===== src/rtl/instruction_encoder.sv =====
// instruction_encoder: symbolic 6502 instruction -> opcode plus little-endian operand bytes.
// Illegal mnemonic/mode pairs are dropped with an err pulse and a saturating count.
module instruction_encoder #(
    parameter int ERR_W = 8
) (
    input  logic             clk,
    input  logic             rst,
    input  logic             in_valid,
    output logic             in_ready,
    input  logic [5:0]       in_cmd,
    input  logic [4:0]       in_addr,
    input  logic [15:0]      in_operand,
    output logic             out_valid,
    input  logic             out_ready,
    output logic [7:0]       out_byte,
    output logic             out_first,
    output logic             out_last,
    output logic             err,
    output logic [ERR_W-1:0] err_count
);
    typedef enum logic [1:0] {IDLE, OPC, LO, HI} state_t;

    localparam logic [31:0] M_A   = 32'd1 << 0;
    localparam logic [31:0] M_ABS = 32'd1 << 1;
    localparam logic [31:0] M_ABX = 32'd1 << 2;
    localparam logic [31:0] M_ABY = 32'd1 << 3;
    localparam logic [31:0] M_IMM = 32'd1 << 4;
    localparam logic [31:0] M_IMP = 32'd1 << 5;
    localparam logic [31:0] M_IND = 32'd1 << 6;
    localparam logic [31:0] M_REL = 32'd1 << 9;
    localparam logic [31:0] M_ZP  = 32'd1 << 10;
    localparam logic [31:0] M_ZX  = 32'd1 << 11;
    localparam logic [31:0] M_ZY  = 32'd1 << 12;

    state_t      state;
    logic [15:0] operand;
    logic [1:0]  len_q;
    logic [4:0]  m;
    logic [1:0]  len;
    logic [7:0]  opc;
    logic [7:0]  base;
    logic [7:0]  off;
    logic [2:0]  bbb;
    logic [31:0] mask;
    logic        ok;
    logic        alu;
    logic        fixed;
    logic        bbb_ok;

    assign in_ready = (state == IDLE);

    always_comb begin
        m = (in_addr == 5'd13) ? 5'd5 : in_addr;
        case (m)
            5'd0, 5'd5:             len = 2'd1;
            5'd1, 5'd2, 5'd3, 5'd6: len = 2'd3;
            default:                len = 2'd2;
        endcase
        // column bits of the cc=01 ALU group
        bbb_ok = 1'b1;
        case (m)
            5'd7:    bbb = 3'd0;
            5'd10:   bbb = 3'd1;
            5'd4:    bbb = 3'd2;
            5'd1:    bbb = 3'd3;
            5'd8:    bbb = 3'd4;
            5'd11:   bbb = 3'd5;
            5'd3:    bbb = 3'd6;
            5'd2:    bbb = 3'd7;
            default: begin bbb = 3'd0; bbb_ok = 1'b0; end
        endcase
        // column offsets shared by the cc=00/10 groups
        case (m)
            5'd0, 5'd5:   off = 8'h08;
            5'd10:        off = 8'h04;
            5'd1:         off = 8'h0C;
            5'd11, 5'd12: off = 8'h14;
            5'd2, 5'd3:   off = 8'h1C;
            default:      off = 8'h00;
        endcase
        case (in_cmd)
            6'd1:  base = 8'h60;  6'd2:  base = 8'h20;  6'd3:  base = 8'h02;
            6'd4:  base = 8'h90;  6'd5:  base = 8'hB0;  6'd6:  base = 8'hF0;
            6'd7:  base = 8'h20;  6'd8:  base = 8'h30;  6'd9:  base = 8'hD0;
            6'd10: base = 8'h10;  6'd11: base = 8'h00;  6'd12: base = 8'h50;
            6'd13: base = 8'h70;  6'd14: base = 8'h18;  6'd15: base = 8'hD8;
            6'd16: base = 8'h58;  6'd17: base = 8'hB8;  6'd18: base = 8'hC0;
            6'd19: base = 8'hE0;  6'd20: base = 8'hC0;  6'd21: base = 8'hC2;
            6'd22: base = 8'hCA;  6'd23: base = 8'h88;  6'd24: base = 8'h40;
            6'd25: base = 8'hE2;  6'd26: base = 8'hE8;  6'd27: base = 8'hC8;
            6'd28: base = (m == 5'd6) ? 8'h6C : 8'h4C;
            6'd29: base = 8'h20;  6'd30: base = 8'hA0;  6'd31: base = 8'hA2;
            6'd32: base = 8'hA0;  6'd33: base = 8'h42;  6'd34: base = 8'hEA;
            6'd35: base = 8'h00;  6'd36: base = 8'h48;  6'd37: base = 8'h08;
            6'd38: base = 8'h68;  6'd39: base = 8'h28;  6'd40: base = 8'h22;
            6'd41: base = 8'h62;  6'd42: base = 8'h40;  6'd43: base = 8'h60;
            6'd44: base = (m == 5'd5) ? 8'h38 : 8'hE0;
            6'd45: base = 8'hF8;  6'd46: base = 8'h78;  6'd47: base = 8'h80;
            6'd48: base = 8'h82;  6'd49: base = 8'h80;  6'd50: base = 8'hAA;
            6'd51: base = 8'hA8;  6'd52: base = 8'hBA;  6'd53: base = 8'h8A;
            6'd54: base = 8'h9A;  6'd55: base = 8'h02;  6'd56: base = 8'h22;
            6'd57: base = 8'h42;  6'd58: base = 8'h62;  6'd59: base = 8'h98;
            default: base = 8'h00;
        endcase
        alu   = 1'b0;
        fixed = 1'b0;
        mask  = '0;
        case (in_cmd)
            6'd1, 6'd2, 6'd18, 6'd24, 6'd30, 6'd35, 6'd47: alu = 1'b1;
            6'd44:
                if (m == 5'd5) begin fixed = 1'b1; mask = M_IMP; end
                else alu = 1'b1;
            6'd4, 6'd5, 6'd6, 6'd8, 6'd9, 6'd10, 6'd12, 6'd13:
                begin fixed = 1'b1; mask = M_REL; end
            6'd11, 6'd14, 6'd15, 6'd16, 6'd17, 6'd22, 6'd23, 6'd26,
            6'd27, 6'd34, 6'd36, 6'd37, 6'd38, 6'd39, 6'd42, 6'd43,
            6'd45, 6'd46, 6'd50, 6'd51, 6'd52, 6'd53, 6'd54, 6'd59:
                begin fixed = 1'b1; mask = M_IMP; end
            6'd3, 6'd33, 6'd40, 6'd41: mask = M_A | M_ZP | M_ZX | M_ABS | M_ABX;
            6'd55, 6'd56, 6'd57, 6'd58: mask = M_A | M_IMP;
            6'd7:        mask = M_ZP | M_ABS;
            6'd19, 6'd20: mask = M_IMM | M_ZP | M_ABS;
            6'd21, 6'd25: mask = M_ZP | M_ZX | M_ABS | M_ABX;
            6'd28:       begin fixed = 1'b1; mask = M_ABS | M_IND; end
            6'd29:       begin fixed = 1'b1; mask = M_ABS; end
            6'd31:       mask = M_IMM | M_ZP | M_ZY | M_ABS | M_ABY;
            6'd32:       mask = M_IMM | M_ZP | M_ZX | M_ABS | M_ABX;
            6'd48:       mask = M_ZP | M_ZY | M_ABS;
            6'd49:       mask = M_ZP | M_ZX | M_ABS;
            default:     mask = '0;
        endcase
        if (alu) begin
            ok  = bbb_ok && !(in_cmd == 6'd47 && m == 5'd4);
            opc = base | {bbb, 2'b01};
        end else begin
            ok  = mask[m];
            opc = fixed ? base : (base | off);
        end
        if (in_addr > 5'd13) ok = 1'b0;
    end

    always_ff @(posedge clk or posedge rst) begin
        if (rst) begin
            state     <= IDLE;
            operand   <= '0;
            len_q     <= 2'd0;
            out_valid <= 1'b0;
            out_byte  <= 8'h00;
            out_first <= 1'b0;
            out_last  <= 1'b0;
            err       <= 1'b0;
            err_count <= '0;
        end else begin
            err <= 1'b0;
            case (state)
                IDLE: if (in_valid) begin
                    if (ok) begin
                        state     <= OPC;
                        operand   <= in_operand;
                        len_q     <= len;
                        out_valid <= 1'b1;
                        out_byte  <= opc;
                        out_first <= 1'b1;
                        out_last  <= (len == 2'd1);
                    end else begin
                        err <= 1'b1;
                        if (err_count != '1) err_count <= err_count + 1'b1;
                    end
                end
                OPC: if (out_ready) begin
                    out_first <= 1'b0;
                    if (len_q == 2'd1) begin
                        state     <= IDLE;
                        out_valid <= 1'b0;
                        out_byte  <= 8'h00;
                        out_last  <= 1'b0;
                    end else begin
                        state    <= LO;
                        out_byte <= operand[7:0];
                        out_last <= (len_q == 2'd2);
                    end
                end
                LO: if (out_ready) begin
                    if (len_q == 2'd2) begin
                        state     <= IDLE;
                        out_valid <= 1'b0;
                        out_byte  <= 8'h00;
                        out_last  <= 1'b0;
                    end else begin
                        state    <= HI;
                        out_byte <= operand[15:8];
                        out_last <= 1'b1;
                    end
                end
                HI: if (out_ready) begin
                    state     <= IDLE;
                    out_valid <= 1'b0;
                    out_byte  <= 8'h00;
                    out_last  <= 1'b0;
                end
                default: state <= IDLE;
            endcase
        end
    end
endmodule


===== config.mk =====
export PLATFORM = sky130hd
export DESIGN_NAME = instruction_encoder
export DESIGN_NICKNAME = d
export VERILOG_FILES = /design/src/rtl/instruction_encoder.sv
export SDC_FILE = /design/constraint.sdc
export NUM_CORES = 1
export LEC_CHECK = 0
export ABC_AREA = 1
export BUFFER_PORTS_ARGS = -buffer_cell sky130_fd_sc_hd__buf_2
export CAP_MARGIN = 20
export CELL_PAD_IN_SITES_DETAIL_PLACEMENT = 0
export CELL_PAD_IN_SITES_GLOBAL_PLACEMENT = 1
export CORE_MARGIN = 2
export CORE_UTILIZATION = 40
export DETAILED_ROUTE_END_ITERATION = 10
export GPL_TIMING_DRIVEN = 0
export PLACE_DENSITY = 0.78
export SKIP_CTS_REPAIR_TIMING = 1
export SLEW_MARGIN = 20
export SYNTH_ARGS = -nofsm -noshare
export SYNTH_HDL_FRONTEND = slang
export SYNTH_SLANG_ARGS = --single-unit

===== constraint.sdc =====
create_clock -name clk -period 2 [get_ports clk]
set_input_delay 0.1 -clock clk [delete_from_list [all_inputs] [get_ports clk]]
set_output_delay 0.1 -clock clk [all_outputs]
set_load 0.005 [all_outputs]

# After elaboration in Yosys (flattened, before gate mapping)
# Memory sizes are Yosys's and may differ from the RTL's.
# Index checks and enable logic that the tools add are counted.
[word_totals] register_bits=40 mem_bits_ro=48 in_bits=31 out_inout_bits=21 elab_cells=187 mem_count=1
[mem_list] name="(no name shown)" words=16 word_bits=3 read_ports=1 rd_ports_with_merged_regs=0 wr=0 line_no="73" text="case (m)"
[classes] n_addsub=1 order_cmp=2 n_eq_ne=84 muxes=55 bitwise_logic=3 reduce_logical=32
[ops] operator="$pmux W8 S46" count=1
[ops] operator="$pmux W13 S14" count=1
[ops] operator="$eq A6 B6 Y1 const B" count=28
[ops] operator="$eq A6 B5 Y1 const B" count=16
[ops] operator="$mux W8" count=11
[ops] operator="$eq A6 B4 Y1 const B" count=8
[ops] operator="$reduce_or A34 Y1" count=1
[ops] operator="$pmux W8 S4" count=1
[ops] operator="$eq A6 B3 Y1 const B" count=4
[ops] operator="$reduce_or A2 Y1" count=12
[ops] operator="$reduce_or A24 Y1" count=1
[ops] operator="$mux W1" count=22
[ops] operator="$pmux W3 S7" count=1
[ops] operator="$eq A5 B3 Y1 const B" count=4
[ops] operator="$eq A5 B4 Y1 const B" count=4
[ops] operator="$reduce_or A8 Y1" count=2
[ops] operator="$mux W2" count=7
[ops] operator="$eq A6 B2 Y1 const B" count=2
[ops] operator="$mux W6" count=2
[ops] operator="$ne A2 B2 Y1 const B" count=6
[ops] operator="$reduce_or A4 Y1" count=3
[ops] operator="$eq A5 B2 Y1 const B" count=2
[ops] operator="$add A8 B1 Y8 const B" count=1
[ops] operator="$ne A8 B8 Y1 const B" count=1
[ops] operator="27 further kinds" count=36

# Logic depth before layout (Yosys ltp)
# Gate-level depths: netlist (run 1).
[logic_depth] ltp_word=12 depth_mapped=22 ltp_nobuf=20

# Worst setup path after synthesis (run 1)
# Ideal clock, no wire load.
[synth_path] path_type="input to register" start="in in_cmd[1]" end="reg out_byte[4]" setup_ps=122 t_arrival_ps=1749 t_required_ps=1878 setup_slack_ps=129 stages=22 path_buffers=2 cell_sequence="buf_4 -> inv_2 -> nand2_2 -> nor2_4 -> nand2_1 -> nand2_1 -> nor2_1 -> nand2_1 -> nor2_2 -> nand2_1 -> nand2_1 -> nand2_1 -> nand2_1 -> nand2_1 -> nand3_1 -> nand2_2 -> nand3_4 -> nand2_4 -> inv_4 -> buf_6 -> nand2_1 -> o21ai_2"
[synth_between] elab_chain_len=9 word_cells_on_any_way=97 classes_between="eq/ne: 60; mux: 13; bitwise: 2; reduce/logical: 22"
[synth_rtl] element="start: declaration" line_no="10" text="input logic [5:0] in_cmd,"
[synth_rtl] element="$eq A6 B4 Y1, or another cell as far along" line_no="108" text="case (in_cmd)"
[synth_rtl] element="$reduce_or A24 Y1, or another cell as far along" line_no="108"
[synth_rtl] element="$pmux W13 S14 / $pmux W8 S46 (equally long branches)" line_no="108, 81"
[synth_rtl] element="$bmux W1 S5 / $or A8 B8 Y8 (equally long branches)" line_no="136, 137"
[synth_rtl] element="$mux W1 (implied by the code) / $mux W8 (equally long branches)" line_no="136, 137"
[synth_rtl] element="$mux W1 / $mux W8 (equally long branches)" line_no="132" text="if (alu) begin"
[synth_rtl] element="$mux W1 / $mux W8 (equally long branches)" line_no="139, 157"
[synth_rtl] element="$ne A2 B1 Y1 (no source line) / $mux W8 (equally long branches)"
[synth_rtl] element="$reduce_and A5 Y1 (no source line) / $pmux W8 S4 (equally long branches)"
[synth_rtl] element="end signal: assignment" line_no="162" text="out_byte <= opc;"
[synth_rtl] element="end signal: assignment" line_no="179" text="out_byte <= operand[7:0];"
[synth_rtl] element="end signal: assignment" line_no="191" text="out_byte <= operand[15:8];"
[synth_rtl] element="end: declaration" line_no="15" text="output logic [7:0] out_byte,"
# Parallel ways exist; a longest one is shown, timed or not. The select of a mux whose other input is x is not followed.
# A chain may end at the register's enable or synchronous reset.

# Worst setup path in the final report (run 1)
[layout_path] start="in in_addr[1]" end="reg out_byte[4]"
[layout_between] elab_chain_len=11 word_cells_on_any_way=41 classes_between="order compare: 1; eq/ne: 11; mux: 21; bitwise: 2; reduce/logical: 5; memory: 1"
[layout_rtl] element="start: declaration" line_no="11" text="input logic [4:0] in_addr,"
[layout_rtl] element="$eq A5 B4 Y1" line_no="53" text="m = (in_addr == 5'd13) ? 5'd5 : in_addr;"
[layout_rtl] element="$mux W5" line_no="53"
[layout_rtl] element="$eq A5 B3 Y1" line_no="97, 111"
[layout_rtl] element="$mux W6 / $mux W8 (equally long branches)" line_no="111, 97"
[layout_rtl] element="$pmux W13 S14 / $pmux W8 S46 (equally long branches)" line_no="108, 81"
[layout_rtl] element="$bmux W1 S5 / $or A8 B8 Y8 (equally long branches)" line_no="136, 137"
[layout_rtl] element="$mux W1 (implied by the code) / $mux W8 (equally long branches)" line_no="136, 137"
[layout_rtl] element="$mux W1 / $mux W8 (equally long branches)" line_no="132"
[layout_rtl] element="$mux W1 / $mux W8 (equally long branches)" line_no="139, 157"
[layout_rtl] element="$ne A2 B1 Y1 (no source line) / $mux W8 (equally long branches)"
[layout_rtl] element="$reduce_and A5 Y1 (no source line) / $pmux W8 S4 (equally long branches)"
# Parallel ways exist; a longest one is shown, timed or not. The select of a mux whose other input is x is not followed.

==> results of run 1 <==
[cell families (layout without fill, tap and decap cells)]
family          count (synthesis)  in the layout  share of synthesized area (%)
fa+ha+maj                       1              1                         0.3901
xor+xnor                        6              6                          1.639
flops                          40             40                          31.21
simple gates                  299            299                          41.51
compound gates                 80             80                          15.02
buf+inv                        75            145                          10.22
[Yosys cell counts (all sizes together) (2+ instances only)]
| cell type | count |
|---|---|
| a21oi | 14 |
| nor2 | 62 |
| o2111ai | 3 |
| nand4 | 9 |
| buf | 10 |
| nand3b | 2 |
| nor4 | 7 |
| nor3 | 7 |
| nand3 | 44 |
| a221oi | 2 |
| xor2 | 3 |
| dfrtp | 40 |
| o31ai | 2 |
| o211ai | 4 |
| o221ai | 3 |
| o21ai | 44 |
| inv | 64 |
| nand2 | 167 |
| xnor2 | 3 |
| o22ai | 5 |
[area by class of cell]
cell class,count,area (um^2)
Buffer,11,105.1
Inverter,64,271.5
Timing Repair Buffer,62,396.6
Multi-Input combinational cell,386,2216
Sequential cell,40,1001
Clock buffer,5,68.82
Tap cell,102,127.6
Fill cell,793,3538
Clock inverter,3,42.54
[registers in the layout, summed over array words and instances (netlist names)]
| signal | flops |
|---|---|
| err | 1 |
| err_count | 8 |
| out_valid | 1 |
| out_last | 1 |
| out_byte | 8 |
| out_first | 1 |
| operand | 16 |
| len_q | 2 |
| state | 2 |
[power breakdown]
part           internal (mW)  switching (mW)
clock                  0.369           0.300
sequential              1.14           0.181
combinational          0.634           0.983
[final timing paths]
kind	cells past startpoint	end	slack, ns	start
worst max-delay path	16	out_byte[4]	0.11	in_addr[1]
worst min-delay path	3	operand[2]	-0.009	in_operand[2]
worst max register to register	9	out_byte[4]	0.26	state[0]
worst min register to register	2	out_byte[1]	0.47	out_byte[1]
max in group asynchronous	4	err	1.32	rst
min in group asynchronous	3	err_count[2]	0.25	rst
[layer usage]
layer | vias to the layer above | share of wire [%] | wire (um) | track usage (%)
met5 | - | 0 | 0 | 0
met1 | 1730 | 44 | 4641 | 32.78
met4 | 0 | 2.4 | 250 | 6.039
li1 | 1790 | - | - | -
met2 | 172 | 46 | 4814 | 36.39
met3 | 33 | 7.0 | 734 | 4.271
[tightest hold or removal path: cells and delay by family]
family	cells	cell delay, ns
buf+inv	1	0.07
simple gates	2	0.08
[stage by stage]
stage	util (%)	TNS, ns	std cells	hold slack, ns	instance area [um^2]
global placement	46.09	-12.35	652	0.2929	3580
finish	54.45	0	673	-0.009366	4229
detailed placement	46.34	-9.959	653	0.02029	3600
CTS	47.78	-0.1050	661	-0.3018	3711
floorplan	-	0	501	0.1964	3207
global route	54.45	-0.3324	673	0.0006795	4229
==> results.toml, run 1 <==
[status]
outcome = "complete, but fails checks"
violations = "hold timing"

[yosys]
yosysUniqueCellTypes = 41
ys_seq_area_share_pct = 31.21
synth_seq_cells = 40
yosysTopAreaCell = "dfrtp_1"
synth-edff-count = 0
syn_nets = 533
synth_async_sr_flop_share_pct = 100.0
syn-mean-instance-area_um2 = 6.401
yosys-top-cells-area = "dfrtp_1, nand2_1, inv_1, nand3_1, nor2_1"
yosysTopAreaCellShare_pct = 31.21
syn-instance-count = 501
yosys_warnings = 0
synth-main-ff-cell = "dfrtp_1"
synth_area_um2 = 3207

[place]
pre_cts_ws_ns = -0.3394
dp_hpwl_mm = 7.744
place_congestion = 0.9547
io_buffers = 49

[setup_path]
worstSetupPathType = "in2reg"
slowest_delay_ns = 0.26
crit_required_ns = 2.19
critical_path_arrival_ns = 2.08
cp_cell_sequence = "buf_2 > clkinvlp_4 > nand2_4 > nor3_4 > nor2_4 > nor2_4 > nand3_1 > nand4_1 > o31ai_2 > a21oi_4 > nand3_4 > nand2_8 > inv_4 > buf_12 > nand2_1 > o21ai_2"
cp_max_fo = 10
crit_slowest_cell = "nor3_4"
cpMostUsedCell = "nor2_4"
path_delay_family = "simple AND/OR/NAND/NOR gates"
start_kind = "primary input"
endpoint_kind = "flip-flop"
worst-path-buf-inv = 4

[cells_and_area]
nNetsFinal = 602
final_common_cell = "nand2_1"
drive_gt1_share_pct = 29.07
antenna_cells = 0
area.growth.synth_to_final_pct = 31.88
layout_common_cells = "nand2_1, inv_1, buf_2"

[timing]
setup_violations = 0
skew_ns = 0.006683
max_freq_mhz = 529.0
tightest_slew_ns = 0.5365
slew_headroom_pct = 63.90
slew_violations = 0
holdWs_ns = -0.009366
layout_setup_ws_ns = 0.1096
period_share_pct = 94.52
grt_setup_unrepaired = "true"
hold_viol = 3
fin_crit_ns = 1.890

[floorplan]
core_area_um2 = 7767
die-height_um = 93.54
initial_core_util_pct = 41.29
ios = 52
die_w_um = 93.54
rows = 32
dieArea_um2 = 8750

[detailed_routing]
drc = 0
drt_iter0_markers = 364
first_pass_iters = 5
avgRoutedWirePerCell_um = 15.51
vias_per_cell = 5.535
finalWirelength_mm = 10.44
vias = 3725
ant_nets = 0

[clock_network]
clkTransAtPathRegs_ns = 0.08
cts_root_buffer = "clkbuf_8"
htree_levels = 2
clkSinkCount = 40
cts_buffers = 5
cts_tree = "built"
clkLatencyLatePin_ns = 0.29
clock_path_buffers = 2

[grt]
grt_pass1_vias = 3330
grt_pass1_wl_mm = 16.18
grt.total_usage_pct = 23.13
grt_overflow = 0
antenna_found_initial = 0
grt_max_degree = 34

[pwr]
p_per_area_nw_per_um2 = 853.8
p_total_mw = 3.611
cellLeakagePower_nw = 2.174
max-vdd-ir-drop_mv = 0.5253

[worst_hold_path]
hold_class = "in2reg"

[flow_run]
maxCapViolCount = 0
(Power assumes the default switching activity.)
==> run 2: changes to the inputs <==
Settings changed: CORE_ASPECT_RATIO from default to 0.6, SKIP_CTS_REPAIR_TIMING 1 to default.
Clock period 2 ns to 2.1 ns, I/O delays scaled along.
==> run 2 against run 1 <==
The run now ends clean; register-to-register slack better by 0.16 ns; utilization decreased by 2.1 points; final area shrank 3.2%; clock skew is essentially flat; via count fell by 1.3%; largest power group unchanged; highest routed layer unchanged.
==> results.toml, run 2 (synthesis gave the netlist of run 1 again) <==
[setup_path]
critical_path_arrival_ns = 2.21
cp-startpoint = "in_cmd[0]"
rr_worst_depth = 9
cp.depth = 19
endpoint = "out_byte[4]"
crit_slowest_cell = "o21ai_4"
timing.rr.start = "state[0]"
slowest_delay_ns = 0.24
rrSetupSlack_ns = 0.42
start_kind = "primary input"
cpMostUsedCell = "nand2_1"
cp_max_fo = 10
crit_required_ns = 2.28
r2r_end = "out_byte[4]"
endpoint_kind = "flip-flop"
path_delay_family = "simple AND/OR/NAND/NOR gates"
worstSetupPathType = "in2reg"
cp_cell_sequence = "clkbuf_4 > inv_2 > nor2_4 > nand2_2 > o21ai_4 > nor2_1 > nand2_1 > nor3_2 > nand2_1 > nand2_1 > nand2_1 > nand3_2 > nand2_2 > nand3_4 > nand2_8 > inv_4 > buf_6 > nand2_1 > o21ai_2"
worst-path-buf-inv = 4

[cells_and_area]
seq_area_um2 = 1001
antenna_cells = 0
layout.cells.non_filler = 678
largestRegisters = "operand x16, err_count x8, out_byte x8"
fill_cells = 796
drive_gt1_share_pct = 27.02
largest_reg_flops = 16
area.growth.synth_to_final_pct = 27.70
finish.instance_area_um2 = 4095
layout_common_cells = "nand2_1, inv_1, buf_2"
multi_input_area_um2 = 2076
final_common_cell = "nand2_1"
regMostFlops = "operand"
nNetsFinal = 601

[timing]
tightest_slew_ns = 0.7065
setup_violations = 0
holdWs_ns = 0.006986
fin_crit_ns = 2.030
tns_ns = 0
max_freq_mhz = 492.7
hold_viol = 0
skew_ns = 0.006533
slew_violations = 0
period_share_pct = 96.64
slew_headroom_pct = 52.47

[pwr]
p_sw_mw = 1.412
netSwitchingFraction_pct = 38.89
seq_power_share_pct = 34.9
p_clk_share_pct = 24.0
combPwrFrac_pct = 41.1
p_total_mw = 3.631
p_per_area_nw_per_um2 = 886.5
max-vdd-ir-drop_mv = 0.4335
intPower_mw = 2.218
cellLeakagePower_nw = 2.134

[clock_network]
clkSinkCount = 40
htree_levels = 2
cts_buffers = 5
cts_root_buffer = "clkbuf_16"
cts_tree = "built"
clock_path_buffers = 2
clkLatencyLatePin_ns = 0.29
clkTransAtPathRegs_ns = 0.06

[grt]
grt_max_degree = 28
grt_overflow = 0
use_met1_pct = 40.74
grt_pass1_vias = 3136
grt_pass1_wl_mm = 16.98
use_met2_pct = 30.35
grt.busiest_layer = "met1"
use_met3_pct = 11.02
grt.total_usage_pct = 25.42
antenna_found_initial = 0

[worst_hold_path]
min_from = "in_operand[9]"
hold_class = "in2reg"

[detailed_routing]
drc = 0
ant_nets = 0
vias_per_cell = 5.420
drt_iter0_markers = 340
finalWirelength_mm = 11.31
vias = 3675
avgRoutedWirePerCell_um = 16.68
first_pass_iters = 6

[place]
placedInstanceArea_um2 = 3607
place_congestion = 0.9966
dp_hpwl_mm = 8.753
dp.cells = 659
io_buffers = 49

[floorplan]
die-height_um = 73.36
core_area_um2 = 7820
die_w_um = 119.6
initial_core_util_pct = 41.01
rows = 25
dieArea_um2 = 8773
ios = 52

[status]
outcome = "completed"

[flow_run]
maxCapViolCount = 0
-- run 2: layout make-up --
| cell class | instances | share of cell area (%) |
|---|---|---|
| plain buffers | 11 | 2.261 |
| clock buffers | 6 | 3.147 |
| clock inverters | 2 | 0.8555 |
| inverters | 64 | 6.569 |
| multi-input cells | 386 | 50.69 |
| flip-flops and latches | 40 | 24.44 |
| well taps | 108 | 3.300 |
| repair buffers | 61 | 8.738 |
-- run 2: worst min path at each step --
stage                       end  cells past startpoint  slack (ns)
finish               operand[9]                      3       0.007
detailed placement  operand[12]                      2        0.07
global placement     operand[9]                      3        0.31
global route         operand[9]                      3        0.01
CTS                  operand[9]                      3       0.008
floorplan              state[0]                      1        0.20
-- run 2: power groups by stage --
stage | registers, mW | clock network, mW | logic [mW]
6_report | 1.27 | 0.870 | 1.49
5_1_grt | 1.30 | 0.925 | 1.69
4_1_cts | 1.26 | 0.887 | 1.40
3_5_place_dp | 1.27 | 0 | 1.39
3_3_place_gp | 1.26 | 0 | 1.36
2_1_floorplan | 1.25 | 0 | 0.937
-- run 2: metal layers --
layer	wire length (um)	vias to the layer above
met5	0	-
met4	44	0
met3	1468	7
met2	4114	192
met1	5680	1689
li1	-	1787
-- run 2: repair_timing --
action,4_1_cts,5_1_grt
setup endpoints to repair,11,39
pin swaps,0,10
buffers inserted,0,10
hold endpoints to repair,13,0
gates resized for setup,5,68
hold buffers,1,0
-- run 2: worst register-to-register path, stage by stage (launching register included) --
cell and delay [ns]:
dfrtp_1 0.39, nor2_1 0.13, inv_1 0.14, nor2_1 0.25, nand3_4 0.19, nand2_8 0.15
inv_4 0.05, buf_6 0.14, nand2_1 0.07, o21ai_2 0.05
-- run 2: stage by stage --
stage	util (%)	setup slack (ns)
after CTS	48.56	0.003777
after global placement	45.87	-0.4237
after global routing	52.37	-0.03495
final	52.37	0.07046
after floorplan	-	0.2242
after detailed placement	46.13	-0.3727
